## src/rtl/pulse_sched_pkg.sv

```systemverilog
// pulse_sched shared types: FSM state encoding and round-robin pick helper.
// Imported by the arbiter, the top and the interface users.
package pulse_sched_pkg;

  typedef enum logic [1:0] {
    PS_IDLE,
    PS_DELAY,
    PS_ACTIVE,
    PS_DONE
  } pulse_sched_state_t;

  localparam int RR_MAX = 32;
  localparam int RR_IW  = $clog2(RR_MAX);

  typedef logic [RR_IW:0] rr_idx_t;

  // First set bit at or after ptr, wrapping at n; 0 when nothing is set.
  function automatic rr_idx_t rr_pick(
    input logic [RR_MAX-1:0] req,
    input rr_idx_t           ptr,
    input rr_idx_t           n
  );
    rr_idx_t idx;
    logic    found;
    rr_pick = '0;
    found   = 1'b0;
    for (rr_idx_t k = '0; k < rr_idx_t'(RR_MAX); k++) begin
      idx = ptr + k;
      if (idx >= n) idx = idx - n;
      if (!found && (k < n) && req[idx[RR_IW-1:0]]) begin
        rr_pick = idx;
        found   = 1'b1;
      end
    end
  endfunction

endpackage

```

## src/rtl/pulse_sched_if.sv

```systemverilog
// Requester-side bundle of pulse_sched.
// PULSE_SCHED_ABORT_EN adds the abort/aborted pair.
interface pulse_sched_if #(
  parameter int N  = 4,
  parameter int DW = 16,
  parameter int WW = 8
);
  localparam int IW = $clog2(N);

  logic [N-1:0]          req;
  logic [N-1:0][DW-1:0]  dly;
  logic [N-1:0][WW-1:0]  wid;
  logic [N-1:0]          grant;
  logic                  busy;
  logic                  pulse_out;
  logic [IW-1:0]         pulse_id;
  logic [N-1:0]          done;
`ifdef PULSE_SCHED_ABORT_EN
  logic                  abort;
  logic                  aborted;

  modport master (
    output req, dly, wid, abort,
    input  grant, busy, pulse_out, pulse_id, done, aborted
  );
  modport slave (
    input  req, dly, wid, abort,
    output grant, busy, pulse_out, pulse_id, done, aborted
  );
`else
  modport master (
    output req, dly, wid,
    input  grant, busy, pulse_out, pulse_id, done
  );
  modport slave (
    input  req, dly, wid,
    output grant, busy, pulse_out, pulse_id, done
  );
`endif

endinterface

```

## src/rtl/pulse_sched_rr_arbiter.sv

```systemverilog
// Combinational round-robin pick among N requesters starting at ptr.
// Returns a one-hot pick (zero when idle) and the chosen index.
module rr_arbiter
  import pulse_sched_pkg::*;
#(
  parameter  int N  = 4,
  localparam int IW = $clog2(N)
) (
  input  logic [N-1:0]  i_req,
  input  logic [IW-1:0] i_ptr,
  output logic [N-1:0]  o_pick,
  output logic [IW-1:0] o_idx
);

  always_comb begin
    o_idx  = IW'(rr_pick(RR_MAX'(i_req), rr_idx_t'(i_ptr),
                         rr_idx_t'(N)));
    o_pick = (|i_req) ? (N'(1) << o_idx) : '0;
  end

endmodule

```

## src/rtl/pulse_sched.sv

```systemverilog
// Shared delay/stretch pulse engine, round-robin time-shared by N requesters.
// Define PULSE_SCHED_ABORT_EN to allow cancelling a running sequence.
module pulse_sched
  import pulse_sched_pkg::*;
#(
  parameter int N  = 4,
  parameter int DW = 16,
  parameter int WW = 8
) (
  input  logic          clk,
  input  logic          rst_n,
  pulse_sched_if.slave  bus
);
  localparam int IW = $clog2(N);

  pulse_sched_state_t r_state;
  logic [DW-1:0]      r_cnt;
  logic [WW-1:0]      r_wlat;
  logic [IW-1:0]      r_ptr;
  logic [IW-1:0]      r_id;
  logic [N-1:0]       r_grant;
  logic [N-1:0]       r_done;
  logic               r_pulse;
  logic [N-1:0]       w_pick;
  logic [IW-1:0]      w_idx;
  logic [N-1:0]       w_id_oh;

  rr_arbiter #(.N(N)) u_arb (
    .i_req  (bus.req),
    .i_ptr  (r_ptr),
    .o_pick (w_pick),
    .o_idx  (w_idx)
  );

  assign w_id_oh = N'(1) << r_id;

`ifdef PULSE_SCHED_ABORT_EN
  logic r_aborted;
  assign bus.aborted = r_aborted;
`endif

  always_ff @(posedge clk or negedge rst_n) begin
    if (!rst_n) begin
      r_state <= PS_IDLE;
      r_cnt   <= '0;
      r_wlat  <= '0;
      r_ptr   <= '0;
      r_id    <= '0;
      r_grant <= '0;
      r_done  <= '0;
      r_pulse <= 1'b0;
`ifdef PULSE_SCHED_ABORT_EN
      r_aborted <= 1'b0;
`endif
    end else begin
      r_grant <= '0;
      r_done  <= '0;
`ifdef PULSE_SCHED_ABORT_EN
      r_aborted <= 1'b0;
`endif
      unique case (r_state)
        PS_IDLE: begin
          if (|bus.req) begin
            r_grant <= w_pick;
            r_id    <= w_idx;
            r_cnt   <= bus.dly[w_idx];
            r_wlat  <= (bus.wid[w_idx] == '0) ? WW'(1)
                                              : bus.wid[w_idx];
            r_state <= PS_DELAY;
          end
        end
        PS_DELAY, PS_ACTIVE: begin
`ifdef PULSE_SCHED_ABORT_EN
          if (bus.abort) begin
            r_state   <= PS_DONE;
            r_done    <= w_id_oh;
            r_aborted <= 1'b1;
            r_pulse   <= 1'b0;
          end else
`endif
          if (r_cnt != '0) begin
            r_cnt <= r_cnt - DW'(1);
          end else if (r_state == PS_DELAY) begin
            r_cnt   <= DW'(r_wlat - WW'(1));
            r_pulse <= 1'b1;
            r_state <= PS_ACTIVE;
          end else begin
            r_pulse <= 1'b0;
            r_done  <= w_id_oh;
            r_state <= PS_DONE;
          end
        end
        PS_DONE: begin
          r_ptr   <= (r_id == IW'(N-1)) ? '0 : r_id + IW'(1);
          r_state <= PS_IDLE;
        end
      endcase
    end
  end

  assign bus.grant     = r_grant;
  assign bus.done      = r_done;
  assign bus.pulse_out = r_pulse;
  assign bus.pulse_id  = r_id;
  assign bus.busy      = (r_state != PS_IDLE);

endmodule
```

## src/flat_wrapper.sv

```systemverilog
// flat-port wrapper written by rule: the top's interface ports become plain ports
module pulse_sched_flat import pulse_sched_pkg::*;
#(
  parameter int N  = 4,
  parameter int DW = 16,
  parameter int WW = 8
)
  (clk, rst_n, bus_req, bus_dly, bus_wid, bus_grant, bus_busy, bus_pulse_out, bus_pulse_id, bus_done);
  pulse_sched_if #(.N(N), .DW(DW), .WW(WW)) bus_i ();
  input  logic clk;
  input  logic rst_n;
  input wire logic [$bits(bus_i.req)-1:0] bus_req;
  input wire logic [$bits(bus_i.dly)-1:0] bus_dly;
  input wire logic [$bits(bus_i.wid)-1:0] bus_wid;
  output wire logic [$bits(bus_i.grant)-1:0] bus_grant;
  output wire logic [$bits(bus_i.busy)-1:0] bus_busy;
  output wire logic [$bits(bus_i.pulse_out)-1:0] bus_pulse_out;
  output wire logic [$bits(bus_i.pulse_id)-1:0] bus_pulse_id;
  output wire logic [$bits(bus_i.done)-1:0] bus_done;
  assign bus_i.req = bus_req;
  assign bus_i.dly = bus_dly;
  assign bus_i.wid = bus_wid;
  assign bus_grant = bus_i.grant;
  assign bus_busy = bus_i.busy;
  assign bus_pulse_out = bus_i.pulse_out;
  assign bus_pulse_id = bus_i.pulse_id;
  assign bus_done = bus_i.done;
  pulse_sched #(.N(N), .DW(DW), .WW(WW)) u_core (.clk(clk), .rst_n(rst_n), .bus(bus_i));
endmodule
```

## config.mk

```make
export PLATFORM = sky130hd
export DESIGN_NAME = pulse_sched_flat
export DESIGN_NICKNAME = d
export VERILOG_FILES = /design/src/rtl/pulse_sched_pkg.sv /design/src/rtl/pulse_sched_if.sv /design/src/rtl/pulse_sched_rr_arbiter.sv /design/src/rtl/pulse_sched.sv /design/src/flat_wrapper.sv
export SDC_FILE = /design/constraint.sdc
export NUM_CORES = 1
export LEC_CHECK = 0
export CAP_MARGIN = 15
export CORE_ASPECT_RATIO = 1.5
export CORE_MARGIN = 3
export CORE_UTILIZATION = 40
export CTS_BUF_LIST = sky130_fd_sc_hd__clkbuf_16
export DETAILED_ROUTE_END_ITERATION = 10
export PLACE_DENSITY = 0.72
export SYNTH_ARGS = -nofsm -noshare
export SYNTH_HDL_FRONTEND = slang
export SYNTH_SLANG_ARGS = --single-unit
```

## constraint.sdc

```tcl
create_clock -name clk -period 5 [get_ports clk]
set_input_delay 1 -clock clk [delete_from_list [all_inputs] [get_ports clk]]
set_output_delay 1 -clock clk [all_outputs]
set_load 0.02 [all_outputs]
```

==> run_results.csv, run 1 <==
group,metric,value,unit
status,status,"completed",
floorplan,core,7810,um^2
drt,vias,3160,
clocking,clk_pin_slew,0.06,ns
cells_and_area,fin_area,4620,um^2
drt,first_iter_violations,145,
timing,timing.final.max_slew_violations,0,
cells_and_area,layout-drive-gt1-share,0.0685,
cells_and_area,nets,599,
floorplan,die_h,117,um
yosys,synth.distinct_cells,54,
timing,slew_headroom,0.379,
global_routing,antenna_found_initial,0,
global_routing,grt_remaining_overflow,0,
timing,rsz0062_at_grt,"false",
global_routing,grt_pass1_wl,14500,um
global_routing,grt.total_usage,0.194,
critical_path,cp_max_fo,31,
global_routing,grt_pass1_vias,3172,
hold_path,hp-class,"reg -> reg",
yosys,synth.top_cell.area_share,0.298,
power,irDropWorstVdd,0.000184,V
yosys,synth-seq-cells,39,
drt,drt_wl_total,8820,um
yosys,async_flop_share,1.00,
timing,fin_tns_setup,0,ns
cells_and_area,diodes,0,
place,dp_cells,575,
place,hpwlAfterDp,6810,um
critical_path,crit_path_top_delay_cell,"clkdlybuf4s50_1",
critical_path,path_buf_inv,2,
yosys,synth.area.top_cells,"dfrtp_1, mux2i_1, nand2_1, ha_1, a21oi_1",
timing,worstMarginPinSlew,0.918,ns
timing,hold_viol_final,0,
critical_path,crit_family,"compound AO/OA/AOI/OAI gates",
timing,setup_viol,0,
drt,wl_per_cell,15.1,um
clocking,holdBufCountCts,0,
critical_path,slowest_delay,0.62,ns
critical_path,crit_chain,"clkdlybuf4s50_1 > mux2i_1 > o31ai_1 > a311oi_1 > a311oi_4 > buf_4 > mux4_2 > a221o_1",
flow_run,maxCapViolCount,0,
clocking,clock_latency,0.28,ns
hold_path,min_path_cells,2,
critical_path,crit_required,5.17,ns
drt,drc,0,
clocking,clock-sinks,39,
timing,max_freq,260,MHz
place,io_buffers,113,
clocking,numCtsBuffers,5,
yosys,ys.flop_type,"dfrtp_1",
floorplan,die_x,79.9,um
cells_and_area,multi_input_area,2170,um^2
drt,vias_per_cell,5.41,
critical_path,cp.depth,8,
cells_and_area,fillCellCount,712,
yosys,syn-num-nets,495,
drt,drt_first_pass_iters,4,
drt,ant_nets,0,
cells_and_area,finalNonFillerCells,584,
yosys,ys_seq_area_frac,0.298,
power,p_leak,1.86,nW
clocking,post_cts_buffers,0,
timing,fin_ws,1.15,ns
place,dp_worst_setup_slack,0.852,ns
yosys,yosysMostFrequentCell,"nand2_1",
critical_path,crit_type,"in -> reg",
clocking,cts-htree-levels,2,
yosys,synth_edf_count,0,
floorplan,rows,39,
critical_path,start_kind,"input pin",
clocking,ctsResizeCount,0,
floorplan,initial_utilization,0.420,
place,placed_area,4460,um^2
yosys,ys_top_cells_by_count,"nand2_1, dfrtp_1, mux2i_1",
timing,fin_crit_sh,0.770,
place,gp_congestion,0.882,
clocking,clockRootBuffer,"clkbuf_16",
clocking,cts_tree,"built",
timing,finClkSkew,0.00384,ns
critical_path,r2r_cells,8,
global_routing,grt_max_degree,41,
clocking,cts_max_path_buffers,2,
floorplan,die-area,9340,um^2
floorplan,io_pins,114,
yosys,ys_warn_count,0,
yosys,netlist_instances,377,
cells_and_area,seq_area,976,um^2
yosys,synth_largest_area_cell,"dfrtp_1",
critical_path,endpoint_kind,"register",
power,powerDensity,402,nW/um^2
critical_path,critPathArrivalTime,4.02,ns
yosys,netlist_area,3280,um^2
timing,min_period,3.85,ns
cells_and_area,syn_to_final_growth,40.7,%
yosys,avgSynthCellArea,8.70,um^2
-- kinds of logic (layout without fill, tap and decap cells) --
logic type               count (synthesis)  in the layout  synth area share
flip-flops                              39             39             0.298
adder cells (fa/ha/maj)                 16             16            0.0610
XOR/XNOR                                13             13            0.0347
AO/OA/AOI/OAI                           87             87             0.172
multiplexers                            57             57             0.197
buffers and inverters                   32            137            0.0485
AND/OR/NAND/NOR                        133            133             0.188
-- worst paths after layout --
check	start	end	slack, ns
setup / recovery	bus_req[1]	u_core.r_cnt[0]	1.15
hold / removal	u_core.r_cnt[3]	u_core.r_cnt[3]	0.51
setup reg to reg	u_core.r_ptr[0]	u_core.r_cnt[0]	1.46
hold reg to reg	u_core.r_cnt[3]	u_core.r_cnt[3]	0.51
max in group asynchronous	rst_n	u_core.r_cnt[15]	3.60
min in group asynchronous	rst_n	u_core.bus.grant[0]	0.83
-- through the flow --
step	util	hold slack [ns]	power, W
after CTS	0.590	0.508	0.00187
after global routing	0.591	0.542	0.00201
final	0.591	0.507	0.00186
after global placement	0.572	0.485	0.00152
after floorplan	-	0.453	0.00125
after detailed placement	0.572	0.491	0.00155
-- flip-flops by register name, indices dropped and copies added (netlist names) --
signal and cells:
u_core.r_cnt 16, u_core.r_wlat 8, u_core.bus.done 4, u_core.bus.grant 4, u_core.bus.pulse_id 2, u_core.r_ptr 2, u_core.r_state 2, u_core.bus.pulse_out 1
-- cell usage in the layout (no fill, tap or decap), types with 4 or more instances in the layout --
cell type / n
a211oi_1: 4
a21oi_1: 24
and2_1: 6
clkbuf_16: 5
clkdlybuf4s50_1: 112
dfrtp_1: 39
ha_1: 16
inv_1: 13
mux2_1: 10
mux2_2: 9
mux2i_1: 32
nand2_1: 56
nand3_1: 4
nor2_1: 29
nor3_1: 11
o21ai_0: 17
o21ai_1: 11
o31ai_1: 4
or3_1: 8
xnor2_1: 9
xor2_1: 4
-- where the power goes --
group	leakage, nW	internal [W]	total [W]	switching (W)
combinational	1.30	0.000464	0.000972	0.000508
clock	0.0710	0.000182	0.000306	0.000124
sequential	0.488	0.000438	0.000579	0.000141
total	1.86	0.00108	0.00186	0.000774
-- layer usage --
layer / GRT usage / share of wire / routed length (um)
met2: 0.357 / 0.52 / 4590
met5: 0 / 0 / 0
met4: 0.0722 / 0.022 / 195
met1: 0.224 / 0.40 / 3550
met3: 0.0322 / 0.054 / 475
-- layout make-up --
class | count | area share
timing repair buffer | 116 | 0.250
sequential | 39 | 0.211
tap | 102 | 0.0276
multi-input combinational | 306 | 0.470
clock inverter | 3 | 0.00352
clock buffer | 5 | 0.0271
inverter | 13 | 0.0106
-- worst register-to-register path, cell delays in order (launching register included) --
cell and delay (ns):
dfrtp_1 0.65, inv_2 0.10, ha_1 0.42, o31ai_1 0.47
a311oi_1 0.15, a311oi_4 0.47, buf_4 0.44, mux4_2 0.39
a221o_1 0.35
Note: power is estimated with default switching activity, not from simulation.
==> run 2, diff against run 1 <==
--- a/config.mk
+++ b/config.mk
@@ -11,7 +11,7 @@
 export CORE_UTILIZATION = 40
 export CTS_BUF_LIST = sky130_fd_sc_hd__clkbuf_16
 export DETAILED_ROUTE_END_ITERATION = 10
-export PLACE_DENSITY = 0.72
+export PLACE_DENSITY = 0.75
 export SYNTH_ARGS = -nofsm -noshare
 export SYNTH_HDL_FRONTEND = slang
 export SYNTH_SLANG_ARGS = --single-unit
==> constraint.sdc (replaced) <==
create_clock -name clk -period 3.1 [get_ports clk]
set_input_delay 0.62 -clock clk [delete_from_list [all_inputs] [get_ports clk]]
set_output_delay 0.62 -clock clk [all_outputs]
set_load 0.02 [all_outputs]
==> run 2 against run 1 <==
Net effect:
- non-clock buffer count increased by 18
- sequential power up 60%
- clock-buffer cell count unchanged
- sequential cell count stayed put
- sequential share of layout area is 0.78 points lower
- cell count increased by 3.1%
- critical endpoint is now u_core.r_cnt[9]
- highest routed layer unchanged
==> run_results.csv, run 2 (synthesized netlist as in run 1, its figures left out) <==
group,metric,value,unit
cells_and_area,syn_to_final_growth,46.4,%
critical_path,critPathArrivalTime,3.09,ns
global_routing,grt_pass1_wl,14800,um
clocking,cts_tree,"built",
clocking,cts-htree-levels,2,
cells_and_area,largestRegisters,"u_core.r_cnt (16), u_core.r_wlat (8)",
power,irDropWorstVdd,0.000304,V
critical_path,crit_path_top_delay_cell,"dfrtp_2",
drt,drt_first_pass_iters,4,
cells_and_area,fin_area,4800,um^2
place,dp_worst_setup_slack,-0.0423,ns
critical_path,r2r_cells,10,
timing,fin_crit_sh,0.933,
place,gp_congestion,0.879,
global_routing,grt.total_usage,0.198,
critical_path,path_buf_inv,3,
cells_and_area,final_cell_mix,"clkdlybuf4s50_1, nand2_1, dfrtp_1",
timing,setup_viol,0,
clocking,clk_pin_slew,0.06,ns
critical_path,crit_chain,"inv_1 > ha_1 > o31ai_1 > a311oi_1 > a311oi_4 > buf_12 > buf_4 > nor2_1 > a311o_1 > a31oi_1",
cells_and_area,largest_reg_flops,16,
power,switching_share,0.402,
place,placed_area,4630,um^2
drt,first_iter_violations,187,
clocking,clock_latency,0.29,ns
critical_path,crit_family,"compound AO/OA/AOI/OAI gates",
critical_path,crit_type,"reg -> reg",
drt,ant_nets,0,
floorplan,initial_utilization,0.420,
cells_and_area,fillCellCount,691,
floorplan,die_h,117,um
drt,vias_per_cell,5.30,
timing,hold_viol_final,0,
timing,min_period,2.89,ns
critical_path,cp.depth,10,
status,status,"completed",
timing,timing.final.max_slew_violations,0,
clocking,numCtsBuffers,5,
cells_and_area,layout-drive-gt1-share,0.104,
critical_path,crit_required,3.30,ns
power,pwr-share-seq,0.293,
clocking,clockRootBuffer,"clkbuf_16",
timing,fin_ws,0.207,ns
floorplan,die_x,79.9,um
timing,max_freq,346,MHz
global_routing,grt_remaining_overflow,0,
clocking,clock-sinks,39,
clocking,cts_max_path_buffers,2,
cells_and_area,final_common_cell,"clkdlybuf4s50_1",
power,comb_power_share,0.519,
power,p_sw,0.00127,W
flow_run,maxCapViolCount,0,
global_routing,antenna_found_initial,0,
power,intPower,0.00189,W
critical_path,start_kind,"register",
drt,wl_per_cell,15.2,um
timing,slew_headroom,0.432,
cells_and_area,top_register,"u_core.r_cnt",
hold_path,hp-class,"in -> async",
floorplan,die-area,9340,um^2
floorplan,rows,39,
drt,drt_wl_total,9170,um
critical_path,slowest_delay,0.46,ns
drt,vias,3192,
place,io_buffers,113,
critical_path,cp_max_fo,16,
power,powerDensity,658,nW/um^2
timing,finClkSkew,0.00326,ns
power,p_leak,1.96,nW
critical_path,endpoint_kind,"register",
place,hpwlAfterDp,7460,um
power,power.share.clock,0.188,
cells_and_area,nets,617,
global_routing,grt_max_degree,40,
drt,drc,0,
timing,worstMarginPinSlew,0.851,ns
floorplan,core,7810,um^2
cells_and_area,diodes,0,
timing,rsz0062_at_grt,"false",
global_routing,grt_pass1_vias,3321,
floorplan,io_pins,114,
==> run 2: changes by cell type in the layout (fill, tap and decap cells not counted) <==
cell / delta
dfrtp_1: -1
buf_12: +2
buf_6: -1
dfrtp_2: +1
inv_6: +1
clkinv_1: +1
bufinv_16: +1
buf_4: +17
clkinv_2: -1
clkinvlp_4: -1
inv_1: -1
==> run 2: timing repair <==
action / 4_1_cts / 5_1_grt
hold buffers: 0 / 0
resized for setup: 0 / 1
buffers inserted: 0 / 0
setup endpoints to repair: 0 / 3
==> run 2: worst paths after layout <==
kind	from	slack, ns	end
max in group asynchronous	rst_n	2.07	u_core.r_ptr[1]
hold reg to reg	u_core.r_cnt[12]	0.52	u_core.r_cnt[12]
min in group clk	u_core.r_cnt[12]	0.52	u_core.r_cnt[12]
setup / recovery	u_core.r_ptr[1]	0.21	u_core.r_cnt[9]
setup reg to reg	u_core.r_ptr[1]	0.21	u_core.r_cnt[9]
hold / removal	rst_n	0.44	u_core.r_cnt[12]
==> run 2: stage by stage <==
step | hold slack [ns] | total power (W) | util | cells | TNS (ns)
2_1_floorplan | 0.324 | 0.00201 | - | 377 | 0
3_3_place_gp | 0.485 | 0.00252 | 0.593 | 594 | 0
3_5_place_dp | 0.493 | 0.00257 | 0.593 | 594 | -0.0552
4_1_cts | 0.487 | 0.00318 | 0.615 | 602 | 0
5_1_grt | 0.523 | 0.00341 | 0.615 | 602 | 0
6_report | 0.439 | 0.00316 | 0.615 | 602 | 0
==> run 2: cell type report <==
cell class | instances | area (um^2) | area share
Clock inverter | 3 | 42.5 | 0.00886
Tap cell | 102 | 128 | 0.0266
Sequential cell | 39 | 977 | 0.204
Multi-Input combinational cell | 306 | 2170 | 0.452
Clock buffer | 5 | 125 | 0.0261
Inverter | 13 | 48.8 | 0.0102
Timing Repair Buffer | 134 | 1310 | 0.273
==> run 2: layer usage <==
layer  track usage  share of wire  vias up
li1              -              -     1604
met3        0.0314          0.058       15
met5             0              0        -
met2         0.376           0.54      111
met1         0.219           0.38     1462
met4        0.0755          0.024        0
==> run 2: power by group through the flow <==
stage	Clock [W]	Combinational (W)	Sequential (W)
floorplan	0	0.00111	0.000898
global placement	0	0.00160	0.000920
detailed placement	0	0.00164	0.000933
CTS	0.000602	0.00165	0.000924
global route	0.000628	0.00183	0.000951
finish	0.000593	0.00164	0.000925
